`src/rtl/tube_scan_driver.sv`:
```
// Multiplexed 7-segment scan driver with a CPU register file.
// Segments and digit enables are registered and active-low.
module tube_scan_driver #(
    parameter int NUM_DIGITS   = 8,
    parameter int SCAN_DIV     = 40000,
    parameter int BLANK_CYCLES = 2000,
    parameter int BLINK_FRAMES = 64
) (
    input  logic                  iFpgaClock,
    input  logic                  iCpuResetN,
    input  logic                  iDoTubeWrite,
    input  logic [2:0]            iTubeAddress,
    input  logic [15:0]           iTubeDataToWrite,
    output logic [NUM_DIGITS-1:0] oDigitalTubeNotEnable,
    output logic [7:0]            oDigitalTubeShape,
    output logic                  oFrameTick
);

    localparam int DIV_W   = $clog2(SCAN_DIV);
    localparam int IDX_W   = $clog2(NUM_DIGITS);
    localparam int BLINK_W = (BLINK_FRAMES > 1) ? $clog2(BLINK_FRAMES) : 1;

    localparam logic [DIV_W-1:0]   LAST_DIV   = DIV_W'(SCAN_DIV - 1);
    localparam logic [DIV_W-1:0]   BLANK_END  = DIV_W'(BLANK_CYCLES);
    localparam logic [IDX_W-1:0]   LAST_IDX   = IDX_W'(NUM_DIGITS - 1);
    localparam logic [BLINK_W-1:0] LAST_BLINK = BLINK_W'(BLINK_FRAMES - 1);

    // CPU-visible registers
    logic [4*NUM_DIGITS-1:0] nib_q, nib_d;
    logic [NUM_DIGITS-1:0]   dp_q, dp_d;
    logic [NUM_DIGITS-1:0]   en_q, en_d;
    logic [NUM_DIGITS-1:0]   blink_q, blink_d;
    logic                    lzs_q, lzs_d;
    logic                    gen_q, gen_d;

    // Scan and blink timing
    logic [DIV_W-1:0]        div_q, div_d;
    logic [IDX_W-1:0]        idx_q, idx_d;
    logic [BLINK_W-1:0]      bcnt_q, bcnt_d;
    logic                    phase_q, phase_d;
    logic                    slot_wrap;
    logic                    frame_tick;

    // Registered outputs
    logic [NUM_DIGITS-1:0]   ne_q, ne_d;
    logic [7:0]              shape_q, shape_d;

    // Visibility per digit
    logic [NUM_DIGITS-1:0]   nib_zero;
    logic [NUM_DIGITS-1:0]   zero_from;
    logic [NUM_DIGITS-1:0]   lz_supp;
    logic [NUM_DIGITS-1:0]   visible;
    logic [3:0]              cur_nib;

    function automatic logic [6:0] seg7(input logic [3:0] n);
        logic [6:0] s;
        case (n)
            4'h0: s = 7'h3F;
            4'h1: s = 7'h06;
            4'h2: s = 7'h5B;
            4'h3: s = 7'h4F;
            4'h4: s = 7'h66;
            4'h5: s = 7'h6D;
            4'h6: s = 7'h7D;
            4'h7: s = 7'h07;
            4'h8: s = 7'h7F;
            4'h9: s = 7'h6F;
            4'hA: s = 7'h77;
            4'hB: s = 7'h7C;
            4'hC: s = 7'h39;
            4'hD: s = 7'h5E;
            4'hE: s = 7'h79;
            default: s = 7'h71;
        endcase
        return s;
    endfunction

    // Register file write decode; nibble i lives at address i/4.
    always_comb begin
        nib_d   = nib_q;
        dp_d    = dp_q;
        en_d    = en_q;
        blink_d = blink_q;
        lzs_d   = lzs_q;
        gen_d   = gen_q;
        if (iDoTubeWrite) begin
            for (int i = 0; i < NUM_DIGITS; i++) begin
                if (iTubeAddress == 3'(i / 4)) begin
                    nib_d[i*4 +: 4] = iTubeDataToWrite[(i % 4)*4 +: 4];
                end
            end
            case (iTubeAddress)
                3'd2: dp_d    = iTubeDataToWrite[NUM_DIGITS-1:0];
                3'd3: en_d    = iTubeDataToWrite[NUM_DIGITS-1:0];
                3'd4: blink_d = iTubeDataToWrite[NUM_DIGITS-1:0];
                3'd5: begin
                    lzs_d = iTubeDataToWrite[0];
                    gen_d = iTubeDataToWrite[1];
                end
                default: ;
            endcase
        end
    end

    assign slot_wrap  = (div_q == LAST_DIV);
    assign frame_tick = slot_wrap && (idx_q == LAST_IDX);
    assign oFrameTick = frame_tick;

    always_comb begin
        div_d   = slot_wrap ? '0 : div_q + 1'b1;
        idx_d   = idx_q;
        bcnt_d  = bcnt_q;
        phase_d = phase_q;
        if (slot_wrap) begin
            idx_d = (idx_q == LAST_IDX) ? '0 : idx_q + 1'b1;
        end
        if (frame_tick) begin
            if (bcnt_q == LAST_BLINK) begin
                bcnt_d  = '0;
                phase_d = ~phase_q;
            end else begin
                bcnt_d = bcnt_q + 1'b1;
            end
        end
    end

    // zero_from[i]: nibbles i..top are all zero (leading-zero run).
    always_comb begin
        zero_from = '0;
        zero_from[NUM_DIGITS-1] = nib_zero[NUM_DIGITS-1];
        for (int i = NUM_DIGITS - 2; i >= 0; i--) begin
            zero_from[i] = nib_zero[i] & zero_from[i+1];
        end
    end

    generate
        for (genvar gi = 0; gi < NUM_DIGITS; gi++) begin : g_digit
            assign nib_zero[gi] = (nib_q[gi*4 +: 4] == 4'd0);
            if (gi == 0) begin : g_first
                assign lz_supp[gi] = 1'b0;
            end else begin : g_rest
                assign lz_supp[gi] = lzs_q & zero_from[gi];
            end
            assign visible[gi] = gen_q & en_q[gi] & (~blink_q[gi] | phase_q) & ~lz_supp[gi];
        end
    endgenerate

    assign cur_nib = nib_q[{idx_q, 2'b00} +: 4];

    always_comb begin
        ne_d    = '1;
        shape_d = 8'hFF;
        if ((div_q >= BLANK_END) && visible[idx_q]) begin
            ne_d    = ~(NUM_DIGITS'(1) << idx_q);
            shape_d = ~{dp_q[idx_q], seg7(cur_nib)};
        end
    end

    always_ff @(posedge iFpgaClock) begin
        if (!iCpuResetN) begin
            nib_q   <= '0;
            dp_q    <= '0;
            en_q    <= '1;
            blink_q <= '0;
            lzs_q   <= 1'b0;
            gen_q   <= 1'b1;
            div_q   <= '0;
            idx_q   <= '0;
            bcnt_q  <= '0;
            phase_q <= 1'b1;
            ne_q    <= '1;
            shape_q <= 8'hFF;
        end else begin
            nib_q   <= nib_d;
            dp_q    <= dp_d;
            en_q    <= en_d;
            blink_q <= blink_d;
            lzs_q   <= lzs_d;
            gen_q   <= gen_d;
            div_q   <= div_d;
            idx_q   <= idx_d;
            bcnt_q  <= bcnt_d;
            phase_q <= phase_d;
            ne_q    <= ne_d;
            shape_q <= shape_d;
        end
    end

    assign oDigitalTubeNotEnable = ne_q;
    assign oDigitalTubeShape     = shape_q;

endmodule

```
`config.mk`:
```
export PLATFORM = sky130hd
export DESIGN_NAME = tube_scan_driver
export DESIGN_NICKNAME = d
export VERILOG_FILES = /design/src/rtl/tube_scan_driver.sv
export SDC_FILE = /design/constraint.sdc
export NUM_CORES = 1
export LEC_CHECK = 0
export BUFFER_PORTS_ARGS = -buffer_cell sky130_fd_sc_hd__clkbuf_2
export CAP_MARGIN = 20
export CORE_MARGIN = 10
export CORE_UTILIZATION = 59
export DETAILED_ROUTE_END_ITERATION = 12
export GPL_ROUTABILITY_DRIVEN = 0
export GPL_TIMING_DRIVEN = 1
export PLACE_DENSITY = 0.86
export SYNTH_ARGS = -nofsm -noshare
export SYNTH_HDL_FRONTEND = slang
export SYNTH_SLANG_ARGS = --single-unit
```
`constraint.sdc`:
```
create_clock -name iFpgaClock -period 2.7 [get_ports iFpgaClock]
set_input_delay 0.135 -clock iFpgaClock [delete_from_list [all_inputs] [get_ports iFpgaClock]]
set_output_delay 0.135 -clock iFpgaClock [all_outputs]
set_load 0.03 [all_outputs]
```
==> results of run 1 <==
==> routing by layer <==
metal | up-vias | track usage, % | share of wire, %
li1 | 1882 | - | -
met1 | 1856 | 23.0 | 41
met2 | 160 | 33.3 | 49
met3 | 44 | 4.19 | 7.1
met4 | 0 | 6.78 | 2.9
met5 | - | 0 | 0
==> sequential cells by signal, indices dropped and copies added, names as in the netlist, 3 cells and up <==
signal                 cells
bcnt_q                     6
oDigitalTubeNotEnable      8
dp_q                       8
idx_q                      3
en_q                       8
blink_q                    8
nib_q                     32
div_q                     16
oDigitalTubeShape          8
==> final timing paths <==
check | from | to | cells after the start
hold / removal | iTubeDataToWrite[13] | nib_q[13] | 3
setup reg to reg | idx_q[1] | bcnt_q[5] | 7
setup / recovery | idx_q[1] | oFrameTick | 5
hold reg to reg | dp_q[4] | dp_q[4] | 2
==> per-stage QoR <==
step	std cells	worst slack (ns)	power, W	utilization, %
2_1_floorplan	529	0.538	0.00165	-
3_3_place_gp	648	0.301	0.00170	63.7
3_5_place_dp	648	0.202	0.00171	63.7
4_1_cts	669	0.105	0.00271	67.2
5_1_grt	669	0.0281	0.00279	67.2
6_report	669	0.167	0.00271	67.2
==> timing repair <==
action,CTS,global route
hold buffers,5,0
gates resized for setup,0,1
endpoints found under the setup margin,0,7
hold endpoints to repair,7,0
==> power groups by stage <==
stage	Sequential [W]	Clock (W)	Combinational [W]
after floorplan	0.00155	0	0.000104
after global placement	0.00155	0	0.000151
after detailed placement	0.00155	0	0.000157
after CTS	0.00152	0.00103	0.000164
after global routing	0.00152	0.00109	0.000183
final	0.00152	0.00103	0.000167
==> logic make-up (layout without fill, tap and decap cells) <==
| family | count (synthesis) | in the layout | share of synthesized area, % |
|---|---|---|---|
| muxes | 26 | 26 | 8.24 |
| AOI/OAI and AO/OA | 75 | 75 | 12.2 |
| and+or+nand+nor | 257 | 257 | 26.1 |
| adders and majority gates | 14 | 14 | 3.74 |
| buffers and inverters | 39 | 77 | 3.50 |
| xor gates and xnor gates | 18 | 18 | 3.37 |
| DFF | 100 | 100 | 42.8 |
==> worst max-delay path, stage by stage, from the launching register on <==
cell and delay, ns:
dfxtp_1 0.54, buf_4 0.30, ha_1 0.21, ha_1 0.31, and4_1 0.40, clkbuf_2 0.26
==> cell usage after synthesis, types with 7 or more instances <==
master and count:
a21boi_0 42, a21oi_1 7, clkbuf_1 19, dfxtp_1 100
ha_1 14, inv_1 12, mux2i_1 16, mux4_2 10
nand2_1 136, nand3_1 25, nor2_1 23, nor2b_1 17
nor4_1 7, xnor2_1 9, xor2_1 9
==> area by class of cell <==
type / instances / share of cell area (%)
sequential: 100 / 38.6
timing repair buffer: 49 / 5.50
clock buffer: 9 / 2.39
inverter: 12 / 0.868
multi-input combinational: 390 / 48.4
clock inverter: 7 / 1.78
tap: 102 / 2.46
==> run metrics, run 1 <==
number of diodes 0; Setup Skew 0.00905 ns; initial core utilization 60.6%; Async S/R FF share, synth 0%; top-area cell type share of the netlist area 42.8%; # Post-CTS Setup Buffers 0; Layout fillers 597; Overall Global Routing Usage 19.3%; Syn Inst Count 529; Design Area, Final 5190 sq um; via count 3942; worst-margin pin slew 0.651 ns; Flop pwr share 56.0%; Die W 109 um; fin crit period 2.53 ns; total grt overflow 0; area of the multi-input gates 2510 sq um; IO Pins 39; Die Ht 109 um; Setup CP Type reg2out; worst min path class in2reg; CTS tree built; run status finished clean; Routed WL 11.3 mm; DR iter-0 viols 395; sequential share of the synthesized area 42.8%; Yosys reg bits 100; CP Max Fanout 14; setup TNS 0 ns; net load switching power 0.000693 W; die area 11900 sq um; total of max-cap violations 0; Worst setup SP type flip-flop; Reg clk slew, reported paths 0.11 ns; highest clock rate 395 MHz; clock sinks 100; register area 2000 sq um; switching share of power 25.5%; commonest non-fill, non-tap cell in the layout nand2_1; P_int 0.00202 W; Tcrit/Tclk final 93.8%; Lkg Pwr 1.95 nW; std cell rows 32; Worst EP arrival 2.40 ns; initial antenna violation count 0; number of flops mapped to enable cells by yosys 0; Worst Setup End Kind primary output; nets 598; commonest non-fill, non-tap cells in the layout nand2_1, dfxtp_1, a21boi_0, clkbuf_2, nand3_1; ys flop type dfxtp_1; Hold Violations, Final 0; H-tree depth 3; DP HPWL 8.09 mm; Crit path required time 2.57 ns; DR vias/cell 5.89; post-synthesis cell type count 48; Layout area overhead 10.9%; core box area 7730 sq um; mapped cell area 4680 sq um; Clk pwr share 37.8%; unrepaired setup endpoints after global routing no; Buffers on Ports 38; largest net degree at the start of global routing 39; Num CTS Buffers 9; Synth area leader dfxtp_1; Comb power frac 6.1%; pwr/cell area 523 nW/um^2; final setup fails 0; clock buffer depth 2; Post-Syn Area per Cell 8.85 sq um; Slew Limit Fails 0; top cells by area, synth dfxtp_1, nand2_1, a21boi_0; DRC 0; Ys Warns 0; Net Count, Synth 565; CTS root buf clkbuf_8; Pre-antenna DRT Iters 5; flop2flop setup slack 0.25 ns; Slew Limit Headroom 56.6%; vias in the first global route 3870; Area after DPL 4920 sq um; detail-routed net length per standard cell 16.9 um; worst-skew pair later-pin latency 0.37 ns; Post-DRT Antenna Nets 0; maximum VDD drop 0.000256 V; fraction of layout cells with a size suffix above 1 14.3%; first-pass GRT wire length 18.5 mm; hold_ws 0.00745 ns
(Power assumes the default switching activity.)
==> inputs of run 2 (changes only) <==
--- a/config.mk
+++ b/config.mk
@@ -8,11 +8,12 @@
 export BUFFER_PORTS_ARGS = -buffer_cell sky130_fd_sc_hd__clkbuf_2
 export CAP_MARGIN = 20
 export CORE_MARGIN = 10
-export CORE_UTILIZATION = 59
+export CORE_UTILIZATION = 62
+export CTS_BUF_LIST = sky130_fd_sc_hd__clkbuf_8
 export DETAILED_ROUTE_END_ITERATION = 12
 export GPL_ROUTABILITY_DRIVEN = 0
 export GPL_TIMING_DRIVEN = 1
-export PLACE_DENSITY = 0.86
+export PLACE_DENSITY = 0.89
 export SYNTH_ARGS = -nofsm -noshare
 export SYNTH_HDL_FRONTEND = slang
 export SYNTH_SLANG_ARGS = --single-unit
==> run metrics, run 2 (synthesized netlist as in run 1, its figures left out) <==
run status finished clean (unchanged); slack of the critical path 0.239 ns (was 0.167 ns); Reg clk slew, reported paths 0.09 ns (was 0.11 ns); highest clock rate 406 MHz (was 395 MHz); Worst Setup End Kind primary output (unchanged); DRC 0 (unchanged); GR Util met3 5.57% (was 4.19%); CTS root buf clkbuf_8 (unchanged); total of max-cap violations 0 (unchanged); DP HPWL 7.98 mm (was 8.09 mm); Tcrit/Tclk final 91.2% (was 93.8%); hold_sp iTubeDataToWrite[11] (was iTubeDataToWrite[13]); setup TNS 0 ns (unchanged); Slew Limit Fails 0 (unchanged); clock buffer depth 2 (unchanged); critical path's slowest cell dfxtp_1 (unchanged); Largest Register nib_q (unchanged); final setup fails 0 (unchanged); Num CTS Buffers 9 (unchanged); H-tree depth 3 (unchanged); Pre-antenna DRT Iters 5 (unchanged); Regs by FF count nib_q: 32 flops, div_q: 16 flops (unchanged); std cell rows 31 (was 32); Crit. Startpoint idx_q[1] (unchanged); number of diodes 0 (unchanged); nets 594 (was 598); most frequent CP cell ha_1 (unchanged); Lkg Pwr 1.93 nW (was 1.95 nW); worst-margin pin slew 0.918 ns (was 0.651 ns); first-pass GRT wire length 18.2 mm (was 18.5 mm); via count 3893 (was 3942); RR Startpoint idx_q[1] (unchanged); DR iter-0 viols 426 (was 395); fin crit period 2.46 ns (was 2.53 ns); IO Pins 39 (unchanged); CTS tree built (unchanged); unrepaired setup endpoints after global routing no (unchanged); worst min path class in2reg (unchanged); Setup WS pre-CTS 0.214 ns (was 0.202 ns); initial core utilization 64.2% (was 60.6%); Worst EP arrival 2.33 ns (was 2.40 ns); Buffers on Ports 38 (unchanged); commonest non-fill, non-tap cells in the layout nand2_1, dfxtp_1, a21boi_0, clkbuf_2, nand3_1 (unchanged); worst path cell trace ha_1, ha_1, and4_1, clkbuf_2 (was buf_4, ha_1, ha_1, and4_1, clkbuf_2); Worst setup SP type flip-flop (unchanged); worst-skew pair later-pin latency 0.36 ns (was 0.37 ns); Total Power 0.00277 W (was 0.00271 W); die area 11400 sq um (was 11900 sq um); clock sinks 100 (unchanged); met2 GRT Util 31.3% (was 33.3%); number of flip-flops in the largest register 32 (unchanged); Setup Skew 0.0106 ns (was 0.00905 ns); Crit path required time 2.57 ns (about the same); crit-path max cell delay 0.67 ns (was 0.54 ns); GR Util met1 23.2% (was 23.0%); detail-routed net length per standard cell 16.6 um (was 16.9 um); Die Ht 107 um (was 109 um); Layout fillers 556 (was 597); post-CTS sizing 0 (unchanged); Setup CP Type reg2out (unchanged); initial antenna violation count 0 (unchanged); Routed WL 11.0 mm (was 11.3 mm); core box area 7290 sq um (was 7730 sq um); Post-DRT Antenna Nets 0 (unchanged); Layout area overhead 10.3% (was 10.9%); DR vias/cell 5.88 (was 5.89); Hold Violations, Final 0 (unchanged); commonest non-fill, non-tap cell in the layout nand2_1 (unchanged); Die W 107 um (was 109 um); pwr/cell area 537 nW/um^2 (was 523 nW/um^2); gr busiest metal met2 (unchanged); CP Max Fanout 10 (was 14); maximum VDD drop 0.000264 V (was 0.000256 V); vias in the first global route 3784 (was 3870); # Post-CTS Setup Buffers 0 (unchanged); Overall Global Routing Usage 19.4% (was 19.3%); total grt overflow 0 (unchanged); largest net degree at the start of global routing 43 (was 39); Hold-fix buffers, CTS 0 (was 5); fraction of layout cells with a size suffix above 1 14.6% (was 14.3%); Slew Limit Headroom 38.1% (was 56.6%)
-- run 2: cell count changes in the layout (fill, tap and decap cells not counted) --
cell	delta
inv_8	-1
clkinvlp_4	+2
inv_6	-2
clkinv_4	-1
buf_4	+1
bufinv_16	+1
dlygate4sd3_1	-5
clkbuf_8	+2
clkinv_8	-1
-- run 2: critical path: cells and delay by family, from the launching register on --
kind / cells / cell delay (ns)
flops: 1 / 0.67
simple gates: 1 / 0.42
buf+inv: 1 / 0.27
fa+ha+maj: 2 / 0.60
-- run 2: where the power goes --
group,leakage [nW],internal (W),switching [W]
logic,1.01,0.0000652,0.0000973
clock network,0.112,0.000574,0.000519
registers,0.810,0.00150,0.0000202
-- run 2: layer usage --
layer | wire length [um] | share of wire (%)
met1 | 4610 | 42
met2 | 5110 | 47
met3 | 929 | 8.5
met4 | 316 | 2.9
met5 | 0 | 0
-- run 2: final cells by class --
class	instances	area [sq um]	share of cell area (%)
sequential	100	2000	38.8
timing repair buffer	45	243	4.70
inverter	12	45.0	0.872
clock buffer	11	151	2.93
multi-input combinational	390	2510	48.7
tap	99	124	2.40
clock inverter	5	83.8	1.62
-- run 2: worst paths after layout --
kind	to	slack (ns)	cells after the start
max	oFrameTick	0.24	4
min	nib_q[11]	0.01	3
max reg2reg	oDigitalTubeShape[3]	0.29	8
min reg2reg	dp_q[1]	0.47	2
-- run 2: stage by stage --
stage / hold WS (ns) / utilization, % / std cells / instance area (sq um)
2_1_floorplan: 0.259 / - / 529 / 4680
3_3_place_gp: 0.396 / 67.6 / 646 / 4930
3_5_place_dp: 0.400 / 67.6 / 646 / 4930
4_1_cts: 0.00758 / 70.8 / 662 / 5160
5_1_grt: 0.0140 / 70.8 / 662 / 5160
6_report: 0.0147 / 70.8 / 662 / 5160
==> inputs of run 3 (changes only) <==
--- a/config.mk
+++ b/config.mk
@@ -5,7 +5,7 @@
 export SDC_FILE = /design/constraint.sdc
 export NUM_CORES = 1
 export LEC_CHECK = 0
-export BUFFER_PORTS_ARGS = -buffer_cell sky130_fd_sc_hd__clkbuf_2
+export BUFFER_PORTS_ARGS = -buffer_cell sky130_fd_sc_hd__buf_2
 export CAP_MARGIN = 20
 export CORE_MARGIN = 10
 export CORE_UTILIZATION = 62
==> run metrics, run 3 (synthesized netlist as in run 1, its figures left out) <==
Slew Limit Fails 0 (unchanged); commonest non-fill, non-tap cells in the layout nand2_1, dfxtp_1, a21boi_0, buf_2, nand3_1 (was nand2_1, dfxtp_1, a21boi_0, clkbuf_2, nand3_1); DR iter-0 viols 372 (was 426); total grt overflow 0 (unchanged); CTS root buf clkbuf_8 (unchanged); die area 11400 sq um (unchanged); Crit path required time 2.57 ns (about the same); run status finished clean (unchanged); Die Ht 107 um (unchanged); maximum VDD drop 0.000271 V (was 0.000264 V); Tcrit/Tclk final 92.8% (was 91.2%); initial antenna violation count 0 (unchanged); fin crit period 2.51 ns (was 2.46 ns); Setup CP Type reg2out (unchanged); first-pass GRT wire length 18.3 mm (was 18.2 mm); vias in the first global route 3828 (was 3784); Hold Violations, Final 0 (unchanged); Num CTS Buffers 9 (unchanged); largest net degree at the start of global routing 42 (was 43); # Post-CTS Setup Buffers 0 (unchanged); number of flip-flops in the largest register 32 (unchanged); worst-margin pin slew 0.634 ns (was 0.918 ns); Setup WS pre-CTS 0.348 ns (was 0.214 ns); initial core utilization 64.2% (unchanged); Reg clk slew, reported paths 0.10 ns (was 0.09 ns); fraction of layout cells with a size suffix above 1 14.5% (was 14.6%); Slew Limit Headroom 57.7% (was 38.1%); Regs by FF count nib_q: 32 flops, div_q: 16 flops (unchanged); CP Max Fanout 13 (was 10); core box area 7290 sq um (unchanged); via count 3942 (was 3893); Routed WL 10.9 mm (was 11.0 mm); Setup Skew 0.00710 ns (was 0.0106 ns); area of the multi-input gates 2510 sq um (unchanged); highest clock rate 399 MHz (was 406 MHz); clock buffer depth 2 (unchanged); Overall Global Routing Usage 19.4% (about the same); Lkg Pwr 1.91 nW (was 1.93 nW); slack of the critical path 0.195 ns (was 0.239 ns); Worst setup SP type flip-flop (unchanged); Post-DRT Antenna Nets 0 (unchanged); nets 595 (was 594); register area 2000 sq um (about the same); total of max-cap violations 0 (unchanged); H-tree depth 3 (unchanged); Buffers on Ports 38 (unchanged); number of diodes 0 (unchanged); unrepaired setup endpoints after global routing no (unchanged); Worst EP arrival 2.37 ns (was 2.33 ns); DRC 0 (unchanged); Layout area overhead 10.2% (was 10.3%); worst min path class in2reg (unchanged); DP HPWL 8.02 mm (was 7.98 mm); worst-skew pair later-pin latency 0.37 ns (was 0.36 ns); hold_ws 0.0168 ns (was 0.0147 ns); pwr/cell area 531 nW/um^2 (was 537 nW/um^2); clock sinks 100 (unchanged); DR vias/cell 5.95 (was 5.88); Hold-fix buffers, CTS 0 (unchanged); Finished Core Util 70.7% (was 70.8%); Die W 107 um (unchanged); final setup fails 0 (unchanged); detail-routed net length per standard cell 16.5 um (was 16.6 um); std cell rows 31 (unchanged); post-CTS sizing 0 (unchanged); setup TNS 0 ns (unchanged); Layout fillers 549 (was 556); CTS tree built (unchanged); Pre-antenna DRT Iters 6 (was 5); commonest non-fill, non-tap cell in the layout nand2_1 (unchanged); Worst Setup End Kind primary output (unchanged); IO Pins 39 (unchanged); Largest Register nib_q (unchanged)
[run 3: cell count changes in the layout (fill, tap and decap cells not counted), sizes merged]
cell and delta:
inv +2, clkbuf -40, clkinv +1, buf +39, clkinvlp -1
[run 3: per-stage QoR]
| stage | cell area (sq um) | total power, W | cells |
|---|---|---|---|
| after floorplan | 4680 | 0.00165 | 529 |
| after global placement | 4930 | 0.00170 | 647 |
| after detailed placement | 4930 | 0.00171 | 647 |
| after CTS | 5160 | 0.00275 | 663 |
| after global routing | 5160 | 0.00282 | 663 |
| final | 5160 | 0.00274 | 663 |
[run 3: final timing paths]
check                                     startpoint  cells past startpoint                   end  slack [ns]
worst max register to register              idx_q[0]                      8  oDigitalTubeShape[1]        0.26
worst max-delay path                        idx_q[1]                      5            oFrameTick        0.19
worst min register to register              nib_q[0]                      2              nib_q[0]        0.47
worst min-delay path            iTubeDataToWrite[13]                      3             nib_q[13]        0.02
[run 3: critical path: stages (launching register included)]
cell and delay, ns:
dfxtp_1 0.57, buf_4 0.29, ha_1 0.20, ha_1 0.30, and4_1 0.39, buf_2 0.26
[run 3: area by class of cell]
| type | count | area share [%] |
|---|---|---|
| clock buffers | 9 | 2.40 |
| clock inverters | 7 | 1.92 |
| inverters | 12 | 0.873 |
| multi-input cells | 390 | 48.7 |
| flip-flops and latches | 100 | 38.8 |
| well taps | 99 | 2.40 |
| repair buffers | 46 | 4.85 |
[run 3: per-layer routing]
layer | track usage [%] | part of all wire (%)
met1 | 22.2 | 39
met2 | 33.3 | 51
met3 | 5.63 | 7.9
met4 | 7.83 | 2.8
met5 | 0 | 0
[run 3: power by group]
group / switching, W / internal (W) / total (W)
sequential: 0.0000216 / 0.00150 / 0.00152
combinational: 0.0000962 / 0.0000652 / 0.000161
clock: 0.000531 / 0.000528 / 0.00106
total: 0.000648 / 0.00209 / 0.00274
